===== src/rtl/serial_add_pkg.sv =====
// Shared constants for the bit-serial adder: state encoding and default operand width.
package serial_add_pkg;

  localparam int unsigned DefaultWidth = 8;

  localparam logic [1:0] IDLE = 2'd0;
  localparam logic [1:0] RUN  = 2'd1;
  localparam logic [1:0] DONE = 2'd2;

endpackage


===== src/rtl/fa_cell.sv =====
// Single-bit full adder used once per RUN cycle by the serial adder.
module fa_cell (
  input  logic x,
  input  logic y,
  input  logic ci,
  output logic s,
  output logic co
);

  assign s  = x ^ y ^ ci;
  assign co = (x & y) | (ci & (x ^ y));

endmodule


===== src/rtl/serial_adder.sv =====
// Bit-serial adder: one full-adder step per cycle, LSB first, result published on done.
module serial_adder
  import serial_add_pkg::*;
#(
  parameter int unsigned WIDTH = DefaultWidth
) (
  input  logic             clk,
  input  logic             rst,
  input  logic             start,
  input  logic [WIDTH-1:0] a,
  input  logic [WIDTH-1:0] b,
  input  logic             cin,
  output logic             busy,
  output logic             done,
  output logic [WIDTH-1:0] sum,
  output logic             cout
);

  localparam int unsigned CntW = $clog2(WIDTH);

  logic [1:0]       state_q, state_d;
  logic [WIDTH-1:0] a_q, a_d, b_q, b_d;
  logic             carry_q, carry_d;
  logic [CntW-1:0]  cnt_q, cnt_d;
  // Partial result holds the low WIDTH-1 bits; the last sum bit joins it on the final step.
  logic [WIDTH-2:0] res_q, res_d;
  logic [WIDTH-1:0] sum_q, sum_d;
  logic             cout_q, cout_d;

  logic             fa_s, fa_co;
  logic [WIDTH-1:0] shifted;

  fa_cell u_fa (
    .x  (a_q[0]),
    .y  (b_q[0]),
    .ci (carry_q),
    .s  (fa_s),
    .co (fa_co)
  );

  assign shifted = {fa_s, res_q};

  always_comb begin
    state_d = state_q;
    a_d     = a_q;
    b_d     = b_q;
    carry_d = carry_q;
    cnt_d   = cnt_q;
    res_d   = res_q;
    sum_d   = sum_q;
    cout_d  = cout_q;
    case (state_q)
      IDLE, DONE: begin
        if (start) begin
          state_d = RUN;
          a_d     = a;
          b_d     = b;
          carry_d = cin;
          cnt_d   = '0;
        end else begin
          state_d = IDLE;
        end
      end
      RUN: begin
        a_d     = a_q >> 1;
        b_d     = b_q >> 1;
        carry_d = fa_co;
        res_d   = shifted[WIDTH-1:1];
        cnt_d   = cnt_q + CntW'(1);
        if (cnt_q == CntW'(WIDTH - 1)) begin
          state_d = DONE;
          sum_d   = shifted;
          cout_d  = fa_co;
        end
      end
      default: state_d = IDLE;
    endcase
  end

  always_ff @(posedge clk or posedge rst) begin
    if (rst) begin
      state_q <= IDLE;
      a_q     <= '0;
      b_q     <= '0;
      carry_q <= 1'b0;
      cnt_q   <= '0;
      res_q   <= '0;
      sum_q   <= '0;
      cout_q  <= 1'b0;
    end else begin
      state_q <= state_d;
      a_q     <= a_d;
      b_q     <= b_d;
      carry_q <= carry_d;
      cnt_q   <= cnt_d;
      res_q   <= res_d;
      sum_q   <= sum_d;
      cout_q  <= cout_d;
    end
  end

  assign busy = (state_q == RUN);
  assign done = (state_q == DONE);
  assign sum  = sum_q;
  assign cout = cout_q;

endmodule

===== config.mk =====
export PLATFORM = sky130hd
export DESIGN_NAME = serial_adder
export DESIGN_NICKNAME = d
export VERILOG_FILES = /design/src/rtl/serial_add_pkg.sv /design/src/rtl/fa_cell.sv /design/src/rtl/serial_adder.sv
export SDC_FILE = /design/constraint.sdc
export NUM_CORES = 1
export LEC_CHECK = 0
export ABC_CLOCK_PERIOD_IN_PS = 1400
export CELL_PAD_IN_SITES_DETAIL_PLACEMENT = 0
export CELL_PAD_IN_SITES_GLOBAL_PLACEMENT = 1
export CORE_UTILIZATION = 36
export DETAILED_ROUTE_END_ITERATION = 10
export GPL_TIMING_DRIVEN = 0
export PLACE_DENSITY = 0.78
export SLEW_MARGIN = 30
export SYNTH_ARGS = -nofsm -noshare
export SYNTH_HDL_FRONTEND = slang
export SYNTH_SLANG_ARGS = --single-unit

===== constraint.sdc =====
create_clock -name clk -period 1.4 [get_ports clk]
set_clock_uncertainty 0.1 [all_clocks]
set_input_delay 0.14 -clock clk [delete_from_list [all_inputs] [get_ports clk]]
set_output_delay 0.14 -clock clk [all_outputs]
set_load 0.03 [all_outputs]

==> results of run 1 <==
-- worst paths after layout --
kind | from | end | slack [ns] | cells after the start
hold / removal | start | carry_q$_DFFE_PP0P_ | 0.14 | 3
setup / recovery | state_q[0]$_DFFE_PP0P_ | busy | -0.04 | 4
max in group asynchronous | rst | state_q[0]$_DFFE_PP0P_ | 0.22 | 4
min in group asynchronous | rst | sum[4]$_DFFE_PP0P_ | 0.54 | 3
hold reg to reg | res_q[5]$_DFFE_PP0P_ | res_q[4]$_DFFE_PP0P_ | 0.39 | 2
setup reg to reg | cnt_q[0]$_DFFE_PP0P_ | sum[1]$_DFFE_PP0P_ | -0.01 | 4
-- area by class of cell --
type,instances,share of cell area [%]
multi-input cells,99,32.0
clock buffers,5,2.79
inverters,3,0.659
flip-flops and latches,38,38.6
plain buffers,8,3.09
well taps,52,2.63
repair buffers,46,17.5
clock inverters,3,2.79
-- synth_stat cells, drive strengths merged, types with 2 or more instances --
library cell | n | area [µm²]
a211oi | 2 | 15.0
a21oi | 2 | 10.0
a22o | 2 | 17.5
buf | 7 | 46.3
clkbuf | 2 | 7.51
dfrtp | 38 | 951
ha | 2 | 25.0
inv | 3 | 13.8
mux2 | 10 | 146
mux2i | 4 | 40.0
nand2 | 23 | 103
nand2b | 2 | 20.0
nand3 | 4 | 20.0
nor2 | 13 | 48.8
nor2b | 4 | 27.5
nor3 | 11 | 55.1
o21ai | 4 | 20.0
o22ai | 11 | 68.8
-- registers in the layout (all words and copies together), names as in the netlist --
name	count
state_q	2
cnt_q	3
res_q	7
a_q	8
sum	8
b_q	8
cout	1
carry_q	1
-- metrics by stage --
step	setup TNS, ns	worst slack, ns	util (%)	instances
5_1_grt	-0.611	-0.0711	56.0	254
3_5_place_dp	-1.53	-0.554	46.7	230
3_3_place_gp	-21.07	-0.554	46.2	229
2_1_floorplan	0	0.00455	-	148
4_1_cts	-0.532	-0.108	53.4	250
6_report	-0.0819	-0.0357	56.0	254
-- worst register-to-register path, delay by kind of cell, from the launching register on --
family | cells | cell delay (ns)
flops | 1 | 0.40
fa+ha+maj | 2 | 0.39
mux | 1 | 0.30
simple gates | 1 | 0.10
-- cells in the final DEF, fill, tap and decap left out, drive strengths merged, types with 2 or more instances in the layout --
cell,n
dfrtp,38
inv,2
ha,2
nor2b,4
a21oi,2
clkdlybuf4s50,18
nor2,13
o21ai,4
buf,24
mux2i,4
dlygate4sd2,9
nand3,4
o22ai,11
a211oi,2
mux2,10
nand2,24
bufinv,2
nand2b,2
clkinv,2
a22o,2
nor3,11
clkbuf,7
-- per-layer routing --
| layer | up-vias | share of wire [%] |
|---|---|---|
| met3 | 6 | 3.9 |
| met1 | 632 | 45 |
| met4 | 0 | 1.1 |
| li1 | 621 | - |
| met2 | 36 | 49 |
| met5 | - | 0 |
-- power breakdown --
| group | switching (mW) | leakage [nW] | internal [mW] |
|---|---|---|---|
| Sequential | 0.383 | 0.467 | 1.62 |
| Clock | 0.411 | 0.0683 | 0.714 |
| Combinational | 1.38 | 0.627 | 1.39 |
| Total | 2.18 | 1.16 | 3.72 |
-- repair_timing --
| item | in CTS | in global routing |
|---|---|---|
| gates cloned | 1 | 0 |
| gates resized for setup | 42 | 20 |
| setup endpoints to repair | 21 | 26 |
| endpoints found under the hold margin | 9 | 0 |
| pin swaps | 1 | 3 |
| hold buffers | 1 | 0 |
| setup buffers | 10 | 5 |
-- logic make-up after synthesis --
family | after synthesis | share of synthesized area, %
buffers and inverters | 12 | 4.02
adder cells (fa/ha/maj) | 3 | 2.68
AO/OA/AOI/OAI | 23 | 8.85
flip-flops | 38 | 56.5
multiplexers | 14 | 11.1
AND/OR/NAND/NOR | 58 | 16.8
==> impl_metrics.ini, run 1 <==
[global_route]
busiest_layer = met2
met1_usage_pct = 21.1
grt_pass1_vias = 1328
grt_usage_pct = 16.2
grt_max_degree = 30
use_met2_pct = 26.9
overflow = 0
gr-usage-met3_pct = 3.32
antenna_found_initial = 0
grt_pass1_wl_mm = 6.25

[floorplanning]
boundaryPins = 31
die_x_um = 70.3
die_area_mm2 = 0.00495
core-area_mm2 = 0.00441
start_util_pct = 38.1
placementRows = 24
die_y_um = 70.3

[placement]
placedInstanceArea_mm2 = 0.00206
dp_hpwl_mm = 2.36
routabilityCongestion = 0.725
portBuffers = 29

[power]
power_density_mw_per_mm2 = 2390
vdd_drop_max_mv = 1.05
leakagePower_nw = 1.16
power.total_mw = 5.89

[clock_network]
cts_buffers = 5
root_buffer = clkbuf_8
cts.clk_slew.worst_paths_ns = 0.08
cts.htree.levels = 2
cts_sinks = 38
insertion_delay_ns = 0.29
cts_tree = done
clockBufferDepth = 2

[synthesis]
synth-edff-count = 0
synth_warnings = 0
synth-async-reset-ratio_pct = 100
avgSynthCellArea_um2 = 11.4
yosys_register_bits = 38
synthDistinctLibCells = 29
synth_ff_type = dfrtp_1
netlist_area_mm2 = 0.00168
ys_seq_area_share_pct = 56.5
synthesis.nets = 171
postSynthCellCount = 148

[critical_path]
critPathMaxFanout = 5
end_kind = output port
arrival_ns = 1.20
crit_slowest_cell = dfrtp_2
worstPathCellList = nand2b_4 -> clkinv_4 -> buf_8 -> buf_6
startpoint_type = flip-flop
critPathKind = flip-flop to output port
path_delay_family = flip-flops
critical_path_required_ns = 1.16
critPathBufInv = 3
slowest_delay_ns = 0.47

[final_layout]
fin_area_mm2 = 0.00247
multiInputGateArea_um2 = 791
finalNetCount = 224
regArea_um2 = 952
drive_above_1_share_pct = 34.2
antenna_cells = 0
syn_to_final_growth_pct = 46.9
nFillCells = 359

[drt]
drt_iter0_drc = 55
ant_nets = 0
num_vias = 1295
drt-wirelength-per-cell_um = 15.2
dr.pass1.iters = 4
avgViaCountPerCell = 5.10
routed_wl_mm = 3.86
drc = 0

[worst_hold_path]
worst_hold_path_type = input port to flip-flop

[timing]
relSlewSlack_pct = 80.0
fin_crit_sh_pct = 103
hold_viol = 0
rsz0062_at_grt = true
fin_crit_ns = 1.44
setup_ws_ns = -0.0357
maxSlewViolCount = 0
fmax_ghz = 0.697
tightest_slew_ns = 0.301
whs_ns = 0.139
setup_viol = 7

[outcome]
failed_checks = setup timing
status = finished, violations left

[job]
cap_violations = 0
(Power assumes the default switching activity.)
==> run 2: changes to the inputs <==
Settings changed: CORE_MARGIN set to 2.
==> run 2 against run 1 <==
The run still ends with setup timing left. Largest power group unchanged. Sequential cell count is the same. Wire length grew 0.80%. Register-to-register slack got worse by 0.02 ns. Fmax rose by 0.55%. Sequential power hardly changed. Critical path type is now flip-flop to flip-flop. Critical path depth unchanged. Total power down 1.4%. Global-route usage fell by 0.42 points. Critical endpoint is now cout$_DFFE_PP0P_. Clock-buffer cell count stayed put.
==> impl_metrics.ini, run 2 (synthesis results as in run 1) <==
[clock_network]
clockBufferDepth = 2
cts_buffers = 5
cts_sinks = 38
cts.clk_slew.worst_paths_ns = 0.08
root_buffer = clkbuf_8
cts_tree = done
cts.htree.levels = 2
insertion_delay_ns = 0.30

[timing]
setup_viol = 7
setup_ws_ns = -0.0279
fin_crit_ns = 1.43
relSlewSlack_pct = 79.3
rsz0062_at_grt = true
fmax_ghz = 0.700
fin_crit_sh_pct = 102
maxSlewViolCount = 0
hold_viol = 0
tightest_slew_ns = 0.312

[drt]
drt-wirelength-per-cell_um = 15.5
wl_met3_um = 215
routed_wl_mm = 3.89
num_vias = 1283
dr.pass1.iters = 4
wl_met1_mm = 1.67
drt_iter0_drc = 52
avgViaCountPerCell = 5.11
ant_nets = 0
wl_met2_mm = 1.99
drc = 0
highest_layer = met4

[power]
leakagePower_nw = 1.14
vdd_drop_max_mv = 0.928
power.total_mw = 5.81
power_density_mw_per_mm2 = 2390

[final_layout]
antenna_cells = 0
layout_commonest_cell = dfrtp_1
utilization_pct = 55.2
syn_to_final_growth_pct = 44.9
drive_above_1_share_pct = 30.7
layout_common_cells = 37 x dfrtp_1, 22 x nand2_1, 18 x clkdlybuf4s50_1
finalNetCount = 221

[critical_path]
rr_worst_depth = 4
reg2reg_slack_ns = -0.03
end_kind = flip-flop
critPathMaxFanout = 5
startpoint_type = flip-flop
arrival_ns = 1.51
critical_path_required_ns = 1.48
critPathKind = flip-flop to flip-flop

[placement]
portBuffers = 29
dp_hpwl_mm = 2.42
place_ws_ns = -0.555
routabilityCongestion = 0.728

[floorplanning]
start_util_pct = 38.1
die_x_um = 72.3
die_area_mm2 = 0.00523
boundaryPins = 31
core-area_mm2 = 0.00441
placementRows = 24
die_y_um = 72.3

[global_route]
antenna_found_initial = 0
grt_pass1_vias = 1291
grt_usage_pct = 15.8
grt_max_degree = 30
grt_pass1_wl_mm = 6.19
overflow = 0

[job]
cap_violations = 0

[worst_hold_path]
worst_hold_path_type = input port to flip-flop
holdPathStages = 3

[outcome]
status = finished, violations left
failed_checks = setup timing
==> run 2: changes by cell type in the layout (fill, tap and decap cells not counted) <==
cell	change
clkbuf_2	-1
nor3_4	+1
nor3_1	+3
nor3_2	-4
nor2_1	+1
o22ai_1	+1
buf_4	-3
buf_6	+1
o22ai_2	-1
nor2_2	-1
==> run 2: routing by layer <==
layer / vias to the layer above / global-route usage (%)
li1: 617 / -
met1: 628 / 19.7
met2: 36 / 26.5
met3: 2 / 5.56
met4: 0 / 3.14
met5: - / 0
==> run 2: repair_timing <==
action,4_1_cts,5_1_grt
pin swaps,1,3
setup endpoints to repair,21,29
hold buffers,1,0
hold endpoints to repair,9,0
buffers inserted,8,4
cloned,1,0
gates resized for setup,45,16
==> run 2: cell type report <==
type | count | area (µm²)
Buffer | 8 | 82.6
Clock buffer | 5 | 68.8
Clock inverter | 3 | 68.8
Fill cell | 366 | 1980
Inverter | 3 | 16.3
Multi-Input combinational cell | 99 | 773
Sequential cell | 38 | 952
Tap cell | 52 | 65.1
Timing Repair Buffer | 43 | 409
==> run 2: worst paths after layout <==
path	endpoint	start
max	cout$_DFFE_PP0P_	cnt_q[0]$_DFFE_PP0P_
min	carry_q$_DFFE_PP0P_	start
max reg2reg	cout$_DFFE_PP0P_	cnt_q[0]$_DFFE_PP0P_
min reg2reg	res_q[0]$_DFFE_PP0P_	res_q[0]$_DFFE_PP0P_
max in group asynchronous	state_q[0]$_DFFE_PP0P_	rst
min in group asynchronous	sum[2]$_DFFE_PP0P_	rst
==> run 2: report_power, final <==
part           internal [mW]  switching, mW
Combinational           1.34           1.36
Sequential              1.62          0.368
Clock                  0.714          0.416
Total                   3.67           2.15
==> run 2: critical path, cell delays in order, from the launching register on <==
cell     delay [ns]
dfrtp_1        0.40
ha_2           0.19
ha_4           0.21
nand2_8        0.11
mux2_4         0.30
==> run 2: metrics by stage <==
stage	area [µm²]	cells	hold slack (ns)	TNS, ns
floorplan	1680	148	0.182	0
global placement	2040	229	0.358	-21.25
detailed placement	2060	230	0.313	-1.50
CTS	2360	248	0.134	-0.581
global route	2440	251	0.174	-0.700
finish	2440	251	0.147	-0.122
==> edit: new RTL, config.mk and constraints of run 2 <==
`a_q`, `b_q`, `res_q` and `sum_q` no longer have a reset.
--- a/src/rtl/serial_adder.sv
+++ b/src/rtl/serial_adder.sv
@@ -82,8 +82,4 @@
       state_q <= IDLE;
-      a_q     <= '0;
-      b_q     <= '0;
       carry_q <= 1'b0;
       cnt_q   <= '0;
-      res_q   <= '0;
-      sum_q   <= '0;
       cout_q  <= 1'b0;
@@ -91,10 +87,13 @@
       state_q <= state_d;
-      a_q     <= a_d;
-      b_q     <= b_d;
       carry_q <= carry_d;
       cnt_q   <= cnt_d;
-      res_q   <= res_d;
-      sum_q   <= sum_d;
       cout_q  <= cout_d;
     end
+  end
+
+  always_ff @(posedge clk) begin
+    a_q   <= a_d;
+    b_q   <= b_d;
+    res_q <= res_d;
+    sum_q <= sum_d;
   end
Function: differs if rst is asserted again (counterexample within 10 cycles, from zero or initial values and one cycle with rst high); with rst held inactive, the same outputs for 10 cycles.
==> edit against run 2 <==
  * The run still ends with setup timing left
  * Final area is 9.3% lower
  * Synthesized area is 7.2% lower
  * Wire length is 28% lower
  * Fmax is 5.8% lower
  * Sequential cell count stayed put
  * Final cell count is 27% lower
  * Total power is 14% lower
  * Worst setup slack worse by 0.088 ns
  * Critical path type unchanged
  * Largest power group is now sequential cells
  * Highest routed layer unchanged
==> edit: results <==
group,metric,value,unit
critical_path,crit_fanout,2,
layout,design.seq.count,38,
min_path,holdCritPathClass,"primary input to asynchronous set/reset pin",
logic_synthesis,syn_nets,104,
layout,inv_count,2,
layout,fillCellCount,346,
logic_synthesis,ys_async_sr_fraction,18.42,%
grt,grt_max_degree,13,
layout,multi_input_cells,39,
logic_synthesis,synthTopCellsByCount,"31 x edfxtp_1, 9 x mux2_4, 7 x dfrtp_1, 7 x mux2_2",
power_and_ir_drop,peakVddDrop,0.001179,V
outcome,violations,"setup timing",
layout,seqAreaFraction,50.14,%
layout,nClkBuffers,6,
power_and_ir_drop,p_leak,0.9168,nW
grt,grt_usage,12.54,%
clock_network,post_cts_resized,33,
place,port-buffer-count,30,
layout,clock_cell_area_share,3.739,%
grt,grt_first_pass_wirelength,4.609,mm
drt,drt_iter0_markers,51,
sta,finalSetupViolCount,26,
outcome,status,"finished with violations",
drt,wl_met3,254,µm
clock_network,ctsHoldBuffers,0,
sta,final.setup.tns,-1.220,ns
layout,final_layout_size_suffix_gt1_share,39.39,%
place,gp_congestion,0.7925,
place,dpl_worst_slack,-0.4845,ns
sta,layout_setup_ws,-0.1155,ns
grt,first_global_vias,943,
layout,buffers,45,
layout,buf_share,20.45,%
logic_synthesis,yosysUniqueCellTypes,25,
logic_synthesis,seq_area_frac_synth,70.89,%
edit: cell types whose count changed after synthesis, moves of 3 or more:
cell,delta
buf_2,-3
nor3_1,-11
o21ai_0,-3
edfxtp_1,+31
nand3_1,-4
nand2_1,-21
nor2_1,-12
mux2_2,+6
o22ai_1,-11
dfrtp_1,-31
edit: through the flow:
step	area (µm²)	util, %	std cells
3_3_place_gp	1928	47.18	161
4_1_cts	2160	52.85	181
6_report	2208	54.04	182
3_5_place_dp	1928	47.18	161
2_1_floorplan	1565	-	81
5_1_grt	2208	54.04	182
edit: report_power, final:
| part | switching [W] | internal (W) | leakage, nW |
|---|---|---|---|
| clock network | 0.000374 | 0.000345 | 0.0450 |
| logic | 0.000876 | 0.00123 | 0.480 |
| registers | 0.000217 | 0.00195 | 0.392 |
| total | 0.00147 | 0.00353 | 0.917 |
edit: cells by family (layout without fill, tap and decap cells):
family	count (synthesis)	after routing	share of synthesized area, %
buffers and inverters	5	55	2.967
XOR/XNOR	1	1	0.5614
flip-flops	38	38	70.89
multiplexers	19	19	15.64
AO/OA/AOI/OAI	4	4	1.925
adder cells (fa/ha/maj)	3	3	2.887
AND/OR/NAND/NOR	11	12	5.133
edit: final timing paths:
kind / startpoint / slack [ns] / cells past startpoint / end
min in group clk: res_q[0] / 0.35 / 0 / sum[0]
worst min register to register: res_q[0] / 0.35 / 0 / sum[0]
worst max register to register: cnt_q[1] / -0.12 / 4 / cnt_q[2]
worst min-delay path: rst / 0.004 / 2 / cout
worst max-delay path: cnt_q[1] / -0.12 / 4 / cnt_q[2]
max in group asynchronous: rst / 0.95 / 2 / state_q[1]
edit: layer usage:
layer | track usage [%] | up-vias
met5 | 0 | -
met4 | 4.701 | 0
met3 | 6.977 | 9
met2 | 20.11 | 39
met1 | 13.94 | 442
li1 | - | 407
